File: src/rtl/mem_seq_arbiter.sv
// mem_seq_arbiter: round-robin N-master front end onto one synchronous-read memory port,
// with per-region wait states, byte-lane write enables and GBA-style read formatting.
module mem_seq_arbiter #(
   parameter int N_MST    = 2,
   parameter int WS_ROM   = 0,
   parameter int WS_INT   = 0,
   parameter int WS_IO    = 0,
   parameter int WS_VID   = 0,
   parameter int WS_PAK   = 2,
   parameter int WS_MAX_W = 4
) (
   input  logic                 clk,
   input  logic                 rst,
   input  logic [N_MST-1:0]     req,
   input  logic [N_MST-1:0]     we,
   input  logic [2*N_MST-1:0]   width,
   input  logic [32*N_MST-1:0]  addr,
   input  logic [32*N_MST-1:0]  wdata,
   output logic [N_MST-1:0]     ack,
   output logic [31:0]          rdata,
   output logic                 m_en,
   output logic                 m_we,
   output logic [3:0]           m_sel,
   output logic [23:0]          m_addr,
   output logic [3:0]           m_be,
   output logic [31:0]          m_wdata,
   input  logic [31:0]          m_rdata
);
   localparam int PW = (N_MST > 1) ? $clog2(N_MST) : 1;
   localparam logic [1:0] S_IDLE = 2'd0, S_ISSUE = 2'd1, S_WAIT = 2'd2, S_DONE = 2'd3;

   logic [1:0]          r_state;
   logic [PW-1:0]       r_ptr, r_gnt, w_gnt, w_ptr_nxt;
   logic                r_we, r_en, r_mwe;
   logic [1:0]          r_width, r_a;
   logic [3:0]          r_sel, r_be;
   logic [23:0]         r_addr;
   logic [31:0]         r_wdata, r_rdata;
   logic [N_MST-1:0]    r_ack;
   logic [WS_MAX_W-1:0] r_cnt, w_ws;
   logic [31:0]         w_addr_a [N_MST];
   logic [31:0]         w_wd_a [N_MST];
   logic [1:0]          w_width_a [N_MST];
   logic [31:0]         w_addr, w_wd, w_mwd, w_half, w_rfmt;
   logic [63:0]         w_dbl;
   logic [1:0]          w_width;
   logic [3:0]          w_be;
   logic                w_we, w_map, w_unused;

   function automatic logic mapped(input logic [3:0] s);
      return !(s == 4'h1 || s >= 4'hE);
   endfunction

   function automatic logic [WS_MAX_W-1:0] ws_of(input logic [3:0] s);
      return (s == 4'h0) ? WS_MAX_W'(WS_ROM) :
             (s == 4'h2 || s == 4'h3) ? WS_MAX_W'(WS_INT) :
             (s == 4'h4) ? WS_MAX_W'(WS_IO) :
             (s >= 4'h5 && s <= 4'h7) ? WS_MAX_W'(WS_VID) :
             (s >= 4'h8 && s <= 4'hD) ? WS_MAX_W'(WS_PAK) : '0;
   endfunction

   for (genvar g = 0; g < N_MST; g++) begin : g_unpack
      assign w_addr_a[g]  = addr[32*g +: 32];
      assign w_wd_a[g]    = wdata[32*g +: 32];
      assign w_width_a[g] = width[2*g +: 2];
   end

   // Descending scan so the requester closest at/after the pointer wins.
   always_comb begin
      logic [PW-1:0] j;
      j     = '0;
      w_gnt = '0;
      for (int i = N_MST - 1; i >= 0; i--) begin
         j = PW'((int'(r_ptr) + i) % N_MST);
         if (req[j]) w_gnt = j;
      end
   end

   assign w_ptr_nxt = PW'((int'(w_gnt) + 1) % N_MST);
   assign w_addr    = w_addr_a[w_gnt];
   assign w_wd      = w_wd_a[w_gnt];
   assign w_width   = w_width_a[w_gnt];
   assign w_we      = we[w_gnt];
   assign w_map     = mapped(w_addr[27:24]);
   assign w_unused  = ^w_addr[31:28];
   assign w_be      = (w_width == 2'd0) ? 4'b0001 << w_addr[1:0] :
                      (w_width == 2'd1) ? (w_addr[1] ? 4'b1100 : 4'b0011) : 4'b1111;
   assign w_mwd     = (w_width == 2'd0) ? {4{w_wd[7:0]}} :
                      (w_width == 2'd1) ? {2{w_wd[15:0]}} : w_wd;
   assign w_ws      = ws_of(r_sel);

   // Doubling the word turns the rotate into a plain shift.
   assign w_dbl  = {m_rdata, m_rdata} >> {r_a, 3'b000};
   assign w_half = r_a[1] ? {16'h0, m_rdata[31:16]} : {16'h0, m_rdata[15:0]};
   assign w_rfmt = !mapped(r_sel) ? 32'h0 :
                   (r_width == 2'd0) ? {24'h0, w_dbl[7:0]} :
                   (r_width == 2'd1) ? (r_a[0] ? {w_half[7:0], w_half[31:8]} : w_half) :
                   w_dbl[31:0];

   always_ff @(posedge clk or posedge rst) begin
      if (rst) begin
         r_state <= S_IDLE;
         r_ptr   <= '0;
         r_gnt   <= '0;
         r_we    <= 1'b0;
         r_width <= '0;
         r_a     <= '0;
         r_sel   <= '0;
         r_addr  <= '0;
         r_be    <= '0;
         r_wdata <= '0;
         r_en    <= 1'b0;
         r_mwe   <= 1'b0;
         r_cnt   <= '0;
         r_ack   <= '0;
         r_rdata <= '0;
      end else begin
         r_ack <= '0;
         case (r_state)
            S_IDLE: if (|req) begin
               r_gnt   <= w_gnt;
               r_ptr   <= w_ptr_nxt;
               r_we    <= w_we;
               r_width <= w_width;
               r_a     <= w_addr[1:0];
               r_sel   <= w_addr[27:24];
               r_addr  <= {w_addr[23:2], 2'b00};
               r_be    <= w_be;
               r_wdata <= w_mwd;
               r_en    <= w_map;
               r_mwe   <= w_we && w_map && (w_addr[27:24] != 4'h0);
               r_state <= S_ISSUE;
            end
            S_ISSUE: begin
               r_en    <= 1'b0;
               r_mwe   <= 1'b0;
               r_cnt   <= w_ws;
               r_state <= (w_ws != '0) ? S_WAIT : S_DONE;
            end
            S_WAIT: begin
               r_cnt   <= r_cnt - WS_MAX_W'(1);
               r_state <= (r_cnt <= WS_MAX_W'(1)) ? S_DONE : S_WAIT;
            end
            default: begin
               r_ack   <= N_MST'(1) << r_gnt;
               r_rdata <= r_we ? r_rdata : w_rfmt;
               r_state <= S_IDLE;
            end
         endcase
      end
   end

   assign ack     = r_ack;
   assign rdata   = r_rdata;
   assign m_en    = r_en;
   assign m_we    = r_mwe;
   assign m_sel   = r_sel;
   assign m_addr  = r_addr;
   assign m_be    = r_be;
   assign m_wdata = r_wdata;
endmodule

File: config.mk
export PLATFORM = sky130hd
export DESIGN_NAME = mem_seq_arbiter
export DESIGN_NICKNAME = d
export VERILOG_FILES = /design/src/rtl/mem_seq_arbiter.sv
export SDC_FILE = /design/constraint.sdc
export NUM_CORES = 1
export LEC_CHECK = 0
export CAP_MARGIN = 40
export CORE_UTILIZATION = 28
export CTS_CLUSTER_SIZE = 28
export DETAILED_ROUTE_END_ITERATION = 8
export HOLD_SLACK_MARGIN = 0.03
export PLACE_DENSITY = 0.56
export SYNTH_ARGS = -nofsm -noshare
export SYNTH_HDL_FRONTEND = slang
export SYNTH_SLANG_ARGS = --single-unit
File: constraint.sdc
create_clock -name clk -period 6 [get_ports clk]
set_clock_uncertainty 0.05 [all_clocks]
set_input_delay 0.6 -clock clk [delete_from_list [all_inputs] [get_ports clk]]
set_output_delay 0.6 -clock clk [all_outputs]
set_load 0.01 [all_outputs]
== After elaboration in Yosys (flattened, before gate mapping) ==
Cells that the tools add are included.

* Magnitude comparators: 11
* Reductions and logical operators: 21
* Multiplexer cells: 42
* Equal/unequal tests: 10
* Shift operators: 3
* Bitwise gates (word level): 3
* $add $sub $neg: 3

{| class="wikitable"
|+ Operators with widths
! cell !! number
|-
| 2-to-1 mux 32 bit || 9
|-
| 2-to-1 mux 28 bit || 3
|-
| >> shifter 64 x 5 -> 32 bit || 1
|-
| 2-to-1 mux 2 bit || 10
|-
| 2-to-1 mux 16 bit || 1
|-
| greater-or-equal comparator 4 bit, second input constant || 3
|-
| 2-to-1 mux 1 bit || 12
|-
| 2-to-1 mux 4 bit || 3
|-
| equality test 4 x 1 -> 1 bit, second input constant || 2
|-
| equality test 4 x 2 -> 1 bit, second input constant || 2
|-
| case mux 4 bit (2 select lines) || 1
|-
| nonzero test 4 bit || 2
|-
| equality test 2 x 1 -> 1 bit, second input constant || 3
|-
| logical NOT 2 bit || 3
|-
| < comparator 1 x 2 -> 1 bit, second input constant || 3
|-
| case mux 2 bit (3 select lines) || 1
|-
| AND reduction 2 bit || 3
|-
| equality test 4 x 3 -> 1 bit, second input constant || 1
|-
| greater-or-equal comparator 4 x 3 -> 1 bit, second input constant || 1
|-
| <= comparator 4 x 1 -> 1 bit, second input constant || 1
|-
| <= comparator 4 x 3 -> 1 bit, second input constant || 1
|-
| <= comparator 4 bit, second input constant || 1
|-
| logical AND 1 bit || 4
|-
| logical NOT 4 bit || 1
|-
| other kinds (15) || 21
|}

* Word-level logic and storage cells: 108
* Bits in registers: 111
* Output and inout bits: 100
* Input bits: 170

== Depth between registers and ports, before layout ==
Gate-level depths: netlist (run 1).

* Word-level depth: 16
* Depth in mapped cells: 7
* Mapped depth without buffers: 6

== Worst setup path after synthesis (run 1) ==
No wires, ideal clock.

* Path kind: input port to flip-flop
* Start point: in width[0]
* End point: reg r_wdata[8] (netlist: m_wdata[8])
* Data required time: 5.818 ns
* Slack: 4.283 ns
* Cell stages on the path: 5
* Setup time: 0.132 ns
* Arrival time: 1.535 ns
* Buffers on the path: 1
* Cells stage by stage: nor2_1 -> clkbuf_1 -> nor2b_1 -> a211oi_1 -> o31ai_1

* Longest elaborated chain between the ends: 5

{| class="wikitable"
|+ Ends and longest elaborated chain
! what !! line !! text
|-
| start, declared || 16 || <nowiki>input logic [2*N_MST-1:0] width,</nowiki>
|-
| 2-to-1 mux 2 bit (implied by the code) (3 in series) || 82 || <nowiki>assign w_width = w_width_a[w_gnt];</nowiki>
|-
| logical NOT 2 bit || 88 || <nowiki>assign w_mwd = (w_width == 2'd0) ? {4{w_wd[7:0]}} :</nowiki>
|-
| 2-to-1 mux 32 bit || 88 ||
|-
| end signal, assigned || 129 || <nowiki>r_wdata <= w_mwd;</nowiki>
|-
| end, declared || 38 || <nowiki>logic [31:0] r_wdata, r_rdata;</nowiki>
|}

Every way passes these cells. The select of a mux whose other input is x is not followed.
A chain may end at the register's enable or synchronous reset.

== Final worst setup path (run 1) ==
* Start point: in width[3]
* End point: reg r_wdata[16] (netlist: m_wdata[16])

* Longest elaborated chain between the ends: 6
* Elaborated cells on any way between the ends: 7
* Those cells by class: 1 x eq/ne; 5 x mux; 1 x reduce/logical

{| class="wikitable"
|+ Ends and longest elaborated chain
! what !! line !! text
|-
| 2-to-1 mux 2 bit (implied by the code) (*) (3 in series) || 82 ||
|-
| equality test 2 x 1 -> 1 bit || 89 || <nowiki>(w_width == 2'd1) ? {2{w_wd[15:0]}} : w_wd;</nowiki>
|-
| 2-to-1 mux 32 bit || 89 ||
|-
| 2-to-1 mux 32 bit (*) || 88 ||
|}

Mark *: on every way between the ends. The rest lies on a longest branch, timed or not. The select of a mux whose other input is x is not followed.

==> key figures, run 1 <==
Outcome
  • Status: complete, no violations

Clock network
  • # clock sinks: around 110
  • PostCTS Resize Cnt: 0
  • Max Buffers Root-to-Sink: 2
  • CTS tree: yes
  • Worst skew pair latency: between 300 and 400 ps
  • CTS Buf Count: 9
  • Setup bufs post-CTS: 0
  • H-tree depth: 3
  • Root Buffer: clkbuf_16
  • Clock transition at path regs: roughly 80 ps
  • Hold buffer count at CTS: 0

Synthesis
  • Syn. warnings: 0
  • Library cells used by synthesis: 57
  • Mapped Cells: approximately 680
  • Netlist Area Pre-Place: about 6400 sq um
  • Seq/Total Area, Yosys: 43.52%
  • Yosys top cell by area: dfrtp_1
  • Fraction of registers with async set/reset: 100.0%
  • Post-synth EDFFs: 0
  • Avg Cell Area, Syn: between 9 and 10 sq um
  • Top cell type's share of synthesized area: between 40% and 50%
  • Top FF cell, synth: dfrtp_1
  • Synth Register Bits: 111
  • Synth top area cells: dfrtp_1 (44%), mux2i_1 (9.7%), nand2_1 (6.4%)

Placement
  • # port buffers: 259
  • Placed cells: around 1200
  • Routability cong.: a little over 0.8
  • DP HPWL: ~18000 um

Drt
  • WL/cell: about 20 um
  • Post-route DRC violation count: 0
  • Drt total wl: 23460 um
  • Drt pass-1 iters: 4
  • Post-DR vias/cell: roughly 5.1
  • First-iteration detailed-routing DRC count: 290
  • Via Count: between 6000 and 7000
  • Post-detailed-route count of antenna-violating nets: 0

Die
  • Initial core utilization: around 29%
  • I/O Pins: 270
  • Width of the die: between 150 and 200 um
  • Total core area: about 22000 sq um
  • Row count: 54
  • Die Area: ~23000 sq um
  • Die Ht: between 150 and 200 um

Timing
  • Total negative setup slack: 0 ps
  • Slew @ Worst Pin: approximately 890 ps
  • Relative slew slack: 40.28%
  • Tmin final: between 2000 and 3000 ps
  • Final count of pins violating max slew: 0
  • RSZ-0062 raised after global routing: false
  • Post-route clock period utilization: between 40% and 50%
  • Final setup fails: 0
  • Max Clock Freq: roughly 0.34 GHz
  • Final Hold Fails: 0

Power
  • Leakage: a little under 4 nW
  • Maximum VDD drop: ~0.17 mV
  • Pwr Density: about 430 nW/um^2

Critical path
  • CP required: slightly above 6000 ps
  • Worst R2R Start: r_ptr
  • FF-to-FF End: m_wdata[16]
  • CP Data Arrival Time: 3110 ps
  • Setup crit start: width[3]
  • Crit end category: flip-flop
  • Critical path peak fanout: 25
  • Kind of critical path: input pin to flip-flop
  • Worst setup SP type: input pin
  • Worst r2r path cells: 4
  • Worst setup path end: m_wdata[16]
  • R2R setup slack: between 3000 and 4000 ps

Layout
  • Post-layout net count: about 1100
  • Area growth syn-to-layout: 48.91%
  • Layout cell share with drive strength beyond 1: under 10%
  • Final std cells w/o fill: roughly 1200
  • FILL cells: 2216

Global route
  • Remaining Overflow, GRT: 0
  • Vias in the first global route: slightly above 6000
  • Total GRT Usage: between 20 and 25%
  • Initial antenna violation count: 1
  • First-pass GRT wire length: about 36000 um
  • Largest net degree at the start of global routing: 70

Flow run
  • Max-cap viol count: 0

Worst hold path
  • Tightest Hold Check Type: flip-flop to flip-flop
-- layout by cell type (no fill, tap or decap), types with 5 or more instances in the layout --
cell and count:
a2111oi_1 5, o22ai_1 14, a211oi_1 17, o21ai_0 17, nand2_1 109, and3_2 6, mux2i_1 62, nor2_1 50
buf_4 11, nor3_1 22, dfrtp_1 111, o31ai_1 8, clkdlybuf4s50_1 259, o21ai_1 5, a31oi_1 41, a32o_1 10
nand2b_1 5, a22o_1 21, clkbuf_16 9, inv_1 6, a21oi_1 17, nor2b_1 19, ha_1 6, o211ai_1 16
nand3_1 6
-- registers in the layout, indices dropped and copies added (netlist names) --
register  flops
m_addr       22
r_we          1
m_wdata      32
m_we          1
r_cnt         4
r_width       2
r_gnt         1
m_en          1
m_sel         4
rdata        32
r_ptr         1
ack           2
m_be          4
r_state       2
r_a           2
-- cells in the mapped netlist, types with 14 or more instances --
| cell type | count |
|---|---|
| a211oi_1 | 17 |
| nand2_1 | 109 |
| o22ai_1 | 14 |
| buf_2 | 22 |
| nor2_1 | 51 |
| a22o_1 | 21 |
| o21ai_0 | 17 |
| clkbuf_1 | 22 |
| a21oi_1 | 17 |
| mux2i_1 | 62 |
| o211ai_1 | 16 |
| a31oi_1 | 41 |
| nor2b_1 | 19 |
| dfrtp_1 | 111 |
| nor3_1 | 22 |
-- worst max-delay path, cell delays in order --
cell	delay [ps]
clkdlybuf4s50_1	480
clkinv_1	700
nor3_4	790
a2111oi_1	170
o41ai_1	370
-- report_power, final --
part           total, mW  internal [mW]  leakage [nW]  switching, mW
clock network      0.591          0.286         0.134          0.305
registers           1.32           1.09          1.35          0.236
logic               2.21           1.12          2.46           1.09
-- cell families after synthesis --
group                      Yosys count  share of synthesized area (%)
muxes                               66                          10.43
other                                1                        0.05876
AOI/OAI and AO/OA                  196                          23.19
and+or+nand+nor                    231                          16.55
DFF                                111                          43.52
buffers and inverters               65                          5.077
adders and majority gates            6                          1.176
-- per-layer routing --
layer	global-route usage, %	part of all wire (%)	routed length [um]	vias to the layer above
met3	6.578	8.7	2029	20
met5	0	0	0	-
met4	5.243	1.7	392	0
met1	24.57	42	9894	2895
met2	34.38	47	11140	234
li1	-	-	-	2958
-- how the worst min path moves through the flow --
stage | startpoint | end | slack, ps | cells after the start
6_report | r_gnt | ack[0] | 390 | 1
5_1_grt | r_gnt | ack[0] | 430 | 1
4_1_cts | r_gnt | ack[0] | 400 | 1
3_5_place_dp | r_gnt | ack[0] | 380 | 1
3_3_place_gp | r_gnt | ack[0] | 380 | 1
2_1_floorplan | r_gnt | ack[0] | 370 | 1
-- area by class of cell --
cell class | instances | area, sq um | share of cell area, %
antenna | 1 | 2.502 | 0.02633
clock buffer | 10 | 229.0 | 2.409
clock inverter | 6 | 43.79 | 0.4608
inverter | 10 | 40.04 | 0.4213
multi-input combinational | 501 | 3299 | 34.72
sequential | 111 | 2778 | 29.23
tap | 280 | 350.3 | 3.686
timing repair buffer | 275 | 2761 | 29.05
-- through the flow --
| step | utilization, % | hold WS [ps] | setup WS [ps] | cell area, sq um | power, mW |
|---|---|---|---|---|---|
| final | 43.02 | 392.4 | 3099 | 9504 | 4.123 |
| after global routing | 43.01 | 429.2 | 2941 | 9502 | 4.430 |
| after CTS | 42.97 | 395.3 | 3087 | 9494 | 4.177 |
| after detailed placement | 41.74 | 384.6 | 2691 | 9221 | 3.571 |
| after global placement | 41.31 | 378.8 | 2309 | 9128 | 3.532 |
| after floorplan | - | 366.8 | 2419 | 6386 | 2.529 |
Power figures use the tool's default switching activity.
==> run 2, diff against run 1 <==
==> constraint.sdc (replaced) <==
create_clock -name clk -period 2.7 [get_ports clk]
set_clock_uncertainty 0.05 [all_clocks]
set_input_delay 0.27 -clock clk [delete_from_list [all_inputs] [get_ports clk]]
set_output_delay 0.27 -clock clk [all_outputs]
set_load 0.01 [all_outputs]
==> run 2 against run 1 <==
Wire length shrank 1.6%. Non-clock buffer count grew 12. Global-route usage shrank 0.38 points. Flip-flop and latch count is the same. Setup slack lost 2400 ps. Register-to-register slack lost 2800 ps. Count of clock-buffer cells in the layout grew 2. Critical path depth grew 1. Core utilization grew 0.59 points. Total power grew 120%. Die area is the same. Critical endpoint is now m_wdata[23].
==> key figures, run 2 (synthesis gave the netlist of run 1 again) <==
Timing
  • Max Clock Freq: slightly below 0.5 GHz
  • Relative slew slack: 50.24% (was 40.28%)
  • WHS: 341.5 ps (was 392.4 ps)
  • Slew @ Worst Pin: 744.9 ps (was 890.3 ps)
  • Tmin final: around 2000 ps
  • Total negative setup slack: 0 ps (unchanged)
  • Final Hold Fails: 0 (unchanged)
  • Final count of pins violating max slew: 0 (unchanged)
  • Final setup fails: 0 (unchanged)
  • Post-route clock period utilization: 74.81%
  • RSZ-0062 raised after global routing: false (unchanged)

Critical path
  • Setup crit start: req[0] (was width[3])
  • Crit end category: flip-flop (unchanged)
  • Kind of critical path: input pin to flip-flop (unchanged)
  • R2R setup slack: 770 ps (was 3540 ps)
  • Worst R2R Start: r_ptr (unchanged)
  • CP required: 2870 ps (was 6210 ps)
  • Worst r2r path cells: 5 (was 4)
  • CP Data Arrival Time: 2190 ps (was 3110 ps)
  • Critical path peak fanout: 17 (was 25)
  • Worst setup SP type: input pin (unchanged)
  • FF-to-FF End: m_wdata[23] (was m_wdata[16])

Drt
  • Drt pass-1 iters: 4 (unchanged)
  • Drt total wl: 23070 um (was 23460 um)
  • Post-route DRC violation count: 0 (unchanged)
  • Post-detailed-route count of antenna-violating nets: 0 (unchanged)
  • First-iteration detailed-routing DRC count: 320 (was 290)
  • Post-DR vias/cell: 5.081 (was 5.115)
  • Via Count: 6123 (was 6107)
  • WL/cell: 19.15 um (was 19.64 um)

Layout
  • Commonest non-fill, non-tap cells in the layout: clkdlybuf4s50_1 (259), dfrtp_1 (111), nand2_1 (109) (unchanged)
  • Commonest non-fill, non-tap cell in the layout: clkdlybuf4s50_1 (unchanged)
  • Antenna diodes: 0 (was 1)
  • Layout cell share with drive strength beyond 1: 8.216% (was 7.119%)
  • Post-layout net count: 1096 (was 1084)
  • Final core occ: 43.61% (was 43.02%)
  • Fin area: 9635 sq um (was 9504 sq um)
  • Final std cells w/o fill: 1205 (was 1194)
  • Area growth syn-to-layout: 50.97% (was 48.91%)

Die
  • Die Ht: 153.0 um (unchanged)
  • Die Area: 23400 sq um (unchanged)
  • Row count: 54 (unchanged)
  • Width of the die: 153.0 um (unchanged)
  • I/O Pins: 270 (unchanged)
  • Total core area: 22090 sq um (unchanged)
  • Initial core utilization: 28.89% (unchanged)

Clock network
  • Clock transition at path regs: 80 ps (about the same)
  • Worst skew pair latency: 350 ps (was 360 ps)
  • Max Buffers Root-to-Sink: 2 (unchanged)
  • Setup bufs post-CTS: 0 (unchanged)
  • CTS tree: yes (unchanged)
  • # clock sinks: 111 (unchanged)
  • H-tree depth: 3 (unchanged)
  • PostCTS Resize Cnt: 0 (unchanged)
  • Root Buffer: clkbuf_16 (unchanged)
  • CTS Buf Count: 9 (unchanged)
  • Hold buffer count at CTS: 0 (unchanged)

Global route
  • Initial antenna violation count: 0 (was 1)
  • First-pass GRT wire length: 35670 um (was 36480 um)
  • Total GRT Usage: 19.85% (was 20.23%)
  • Largest net degree at the start of global routing: 42 (was 70)
  • Remaining Overflow, GRT: 0 (unchanged)
  • Vias in the first global route: 6015 (was 6149)

Placement
  • # port buffers: 259 (unchanged)
  • Placed cells: 1189 (was 1176)
  • DP HPWL: 17860 um (was 17560 um)
  • Placed cell area: 9359 sq um (was 9221 sq um)
  • Routability cong.: 0.8393 (was 0.8285)

Power
  • Power share of the clock group: 14.3% (about the same)
  • Share of power burned in combinational logic: 53.4% (was 53.6%)
  • Maximum VDD drop: 0.3186 mV (was 0.1671 mV)
  • Part of the power in registers: 32.2% (was 32.1%)
  • Switching power: 3.611 mW (was 1.628 mW)
  • Sw Ratio: 39.00% (was 39.48%)
  • Int Power: 5.647 mW (was 2.495 mW)
  • Pwr Density: 960.8 nW/um^2 (was 433.8 nW/um^2)
  • Leakage: 4.010 nW (was 3.944 nW)

Worst hold path
  • Tightest Hold Check Type: input pin to asynchronous set/reset pin (was flip-flop to flip-flop)

Outcome
  • Status: complete, no violations (unchanged)

Flow run
  • Max-cap viol count: 0 (unchanged)
[run 2: changes by cell type in the layout (fill, tap and decap cells not counted), sizes merged]
cell      previous run  this run
clkbuf              10        12
diode                1         0
inv                 11         8
clkinvlp             1         2
buf                 16        28
[run 2: cell type report]
cell class                      instances  area (sq um)
Fill cell                            2227         12460
Multi-Input combinational cell        501          3299
Timing Repair Buffer                  287          2890
Sequential cell                       111          2778
Tap cell                              280         350.3
Clock buffer                           12         246.5
Inverter                               10         41.29
Clock inverter                          4         30.03
[run 2: metal layers]
metal / wire length, um / track usage [%]
met5: 0 / 0
met4: 257 / 3.992
met3: 1787 / 6.181
met2: 11050 / 33.77
met1: 9972 / 24.67
[run 2: worst max-delay path, stage by stage]
cell and delay [ps]:
clkdlybuf4s50_1 590, nand2b_1 150, buf_4 220, and3_2 230
a2111oi_1 560, o41ai_2 160
[run 2: stage by stage]
stage               setup WS [ps]  power (mW)
floorplan                   989.8       5.620
global placement            382.9       7.971
detailed placement          353.0       8.016
CTS                         727.1       9.359
global route                566.3       9.929
finish                      680.2       9.258
[run 2: power by group through the flow]
stage,logic (mW),clock network (mW),registers [mW]
floorplan,2.46,0,3.16
global placement,4.96,0,3.01
detailed placement,5.00,0,3.02
CTS,5.00,1.36,3.00
global route,5.40,1.43,3.10
finish,4.95,1.33,2.98
[run 2: worst max path at each step]
| stage | end | slack [ps] | depth (start not counted) |
|---|---|---|---|
| 3_5_place_dp | m_wdata[23] | 350 | 6 |
| 6_report | m_wdata[23] | 680 | 6 |
| 4_1_cts | m_wdata[23] | 730 | 6 |
| 3_3_place_gp | m_wdata[23] | 380 | 6 |
| 5_1_grt | m_addr[23] | 570 | 7 |
| 2_1_floorplan | m_we | 990 | 5 |
==> run 3, diff against run 2 <==
--- a/config.mk
+++ b/config.mk
@@ -10,7 +10,7 @@
 export CTS_CLUSTER_SIZE = 28
 export DETAILED_ROUTE_END_ITERATION = 8
 export HOLD_SLACK_MARGIN = 0.03
-export PLACE_DENSITY = 0.56
+export PLACE_DENSITY = 0.58
 export SYNTH_ARGS = -nofsm -noshare
 export SYNTH_HDL_FRONTEND = slang
 export SYNTH_SLANG_ARGS = --single-unit
==> constraint.sdc (replaced) <==
create_clock -name clk -period 1.8 [get_ports clk]
set_clock_uncertainty 0.05 [all_clocks]
set_input_delay 0.18 -clock clk [delete_from_list [all_inputs] [get_ports clk]]
set_output_delay 0.18 -clock clk [all_outputs]
set_load 0.01 [all_outputs]
==> run 3 against run 2 <==
Total power rose by 58%. Critical path depth shrank 1. Wire length grew 3.4%. Non-clock buffer count increased by 37. Setup slack worse by 650 ps. Cell count up 3.1%. Clock power increased by 63%. Sequential power is 48% higher. Sequential share of layout area down 1.4 points. Critical endpoint is now m_wdata[20]. Largest cell class unchanged.
==> key figures, run 3 (synthesis gave the netlist of run 1 again) <==
Outcome
  • Status: complete, no violations (unchanged)

Global route
  • Total GRT Usage: 20.34% (was 19.85%)
  • Initial antenna violation count: 0 (unchanged)
  • Vias in the first global route: 6202 (was 6015)
  • First-pass GRT wire length: 36110 um (was 35670 um)
  • Remaining Overflow, GRT: 0 (unchanged)
  • Largest net degree at the start of global routing: 43 (was 42)

Layout
  • Multi-input gate area: 3341 sq um (was 3299 sq um)
  • FILL cells: 2130 (was 2227)
  • Post-layout net count: 1133 (was 1096)
  • Antenna diodes: 0 (unchanged)
  • Area growth syn-to-layout: 58.50% (was 50.97%)
  • Commonest non-fill, non-tap cell in the layout: clkdlybuf4s50_1 (unchanged)
  • Commonest non-fill, non-tap cells in the layout: clkdlybuf4s50_1 (259), dfrtp_1 (111), nand2_1 (109) (unchanged)
  • Layout cell share with drive strength beyond 1: 12.68% (was 8.216%)
  • Seq. cell area: 2778 sq um (unchanged)
  • Final core occ: 45.79% (was 43.61%)

Critical path
  • Worst path top cell family by delay: compound AO/OA/AOI/OAI gates (was buffers and inverters)
  • Critical path peak fanout: 9 (was 17)
  • Kind of critical path: flip-flop to flip-flop (was input pin to flip-flop)
  • Crit path cell chain: nand2b_2, buf_4, and3_2, a2111oi_1, o41ai_2 (was clkdlybuf4s50_1, nand2b_1, buf_4, and3_2, a2111oi_1, o41ai_2)
  • Slowest cell delay on critical path: 470 ps (was 590 ps)
  • CP max-delay cell: a2111oi_1 (was clkdlybuf4s50_1)
  • CP bufs+invs: 1 (was 2)
  • Worst setup SP type: flip-flop (was input pin)
  • Crit end category: flip-flop (unchanged)
  • CP required: 1980 ps (was 2870 ps)
  • CP Data Arrival Time: 1950 ps (was 2190 ps)

Timing
  • RSZ-0062 raised after global routing: true (was false)
  • Final setup fails: 0 (unchanged)
  • Final count of pins violating max slew: 0 (unchanged)
  • Tmin final: ~1800 ps
  • Total negative setup slack: 0 ps (unchanged)
  • Final Hold Fails: 0 (unchanged)
  • Relative slew slack: 64.43% (was 50.24%)
  • Post-route clock period utilization: between 90% and 100%
  • Max Clock Freq: between 0.5 and 0.6 GHz
  • Slew @ Worst Pin: 532.4 ps (was 744.9 ps)

Power
  • Share of power burned in combinational logic: 54.9% (was 53.4%)
  • Power share of the clock group: 14.9% (was 14.3%)
  • Pwr Density: 1442 nW/um^2 (was 960.8 nW/um^2)
  • Part of the power in registers: 30.2% (was 32.2%)
  • Sw Ratio: 38.33% (was 39.00%)
  • Switching power: 5.593 mW (was 3.611 mW)
  • Maximum VDD drop: 0.5620 mV (was 0.3186 mV)
  • Total power: 14.59 mW (was 9.258 mW)
  • Leakage: 4.260 nW (was 4.010 nW)
  • Int Power: 8.998 mW (was 5.647 mW)

Clock network
  • H-tree depth: 3 (unchanged)
  • Clock transition at path regs: 80 ps (about the same)
  • # clock sinks: 111 (unchanged)
  • CTS tree: yes (unchanged)
  • Root Buffer: clkbuf_16 (unchanged)
  • Setup bufs post-CTS: 0 (unchanged)
  • Worst skew pair latency: 360 ps (was 350 ps)
  • Max Buffers Root-to-Sink: 2 (unchanged)
  • CTS Buf Count: 9 (unchanged)

Drt
  • Post-DR vias/cell: 5.068 (was 5.081)
  • WL/cell: 19.21 um (was 19.15 um)
  • Drt total wl: 23860 um (was 23070 um)
  • Post-detailed-route count of antenna-violating nets: 0 (unchanged)
  • First-iteration detailed-routing DRC count: 375 (was 320)
  • Drt pass-1 iters: 5 (was 4)
  • Post-route DRC violation count: 0 (unchanged)
  • Via Count: 6295 (was 6123)

Placement
  • # port buffers: 259 (unchanged)
  • DP HPWL: 18680 um (was 17860 um)
  • Routability cong.: 0.8816 (was 0.8393)

Die
  • I/O Pins: 270 (unchanged)
  • Die Area: 23400 sq um (unchanged)
  • Width of the die: 153.0 um (unchanged)
  • Row count: 54 (unchanged)
  • Initial core utilization: 28.89% (unchanged)
  • Die Ht: 153.0 um (unchanged)
  • Total core area: 22090 sq um (unchanged)

Flow run
  • Max-cap viol count: 0 (unchanged)

Worst hold path
  • Tightest Hold Check Type: input pin to asynchronous set/reset pin (unchanged)
## run 3: path summary, 6_finish.rpt
| path | from | end | slack (ps) | cells after the start |
|---|---|---|---|---|
| worst max-delay path | r_ptr | m_wdata[20] | 30 | 5 |
| worst min-delay path | rst | rdata[25] | 170 | 2 |
| worst max register to register | r_ptr | m_wdata[20] | 30 | 5 |
| worst min register to register | r_gnt | ack[0] | 400 | 1 |
| max in group asynchronous | rst | m_wdata[16] | 1010 | 3 |
| min in group clk | addr[39] | m_addr[7] | 320 | 3 |
## run 3: through the flow
step,hold slack (ps),setup slack [ps],std cells,cell area [sq um]
floorplan,277.7,89.81,677,6390
global placement,381.7,-224.5,1226,9762
detailed placement,389.1,-248.9,1226,9762
CTS,168.5,10.38,1242,10070
global route,186.2,-37.61,1242,10120
finish,169.7,29.72,1242,10120
## run 3: worst register-to-register path, stage by stage, from the launching register on
cell,delay (ps)
dfrtp_1,400
nand2b_2,220
buf_4,180
and3_2,220
a2111oi_1,470
o41ai_2,110
## run 3: power by group through the flow
stage,Combinational [mW],Clock [mW],Sequential (mW)
3_5_place_dp,7.99,0,4.46
2_1_floorplan,3.69,0,4.74
3_3_place_gp,7.89,0,4.45
6_report,8.01,2.17,4.41
5_1_grt,8.65,2.31,4.58
4_1_cts,8.01,2.23,4.43
## run 3: routing by layer
metal / wire length (um) / part of all wire (%) / vias to the layer above / global-route usage, %
li1: - / - / 3044 / -
met1: 9969 / 42 / 2958 / 24.58
met2: 11580 / 49 / 264 / 34.93
met3: 1785 / 7.5 / 29 / 5.189
met5: 0 / 0 / - / 0
met4: 528 / 2.2 / 0 / 7.215
## run 3: area by class of cell
| cell class | instances | area share [%] |
|---|---|---|
| Inverter | 10 | 0.4082 |
| Clock inverter | 6 | 0.7297 |
| Timing Repair Buffer | 324 | 32.55 |
| Multi-Input combinational cell | 501 | 33.02 |
| Clock buffer | 10 | 2.362 |
| Tap cell | 280 | 3.463 |
| Sequential cell | 111 | 27.46 |
## run 3: timing repair
item                                   4_1_cts  5_1_grt
resized for setup                            0        8
endpoints found under the hold margin        0        0
setup endpoints to repair                    0        9
hold buffers                                 0        0
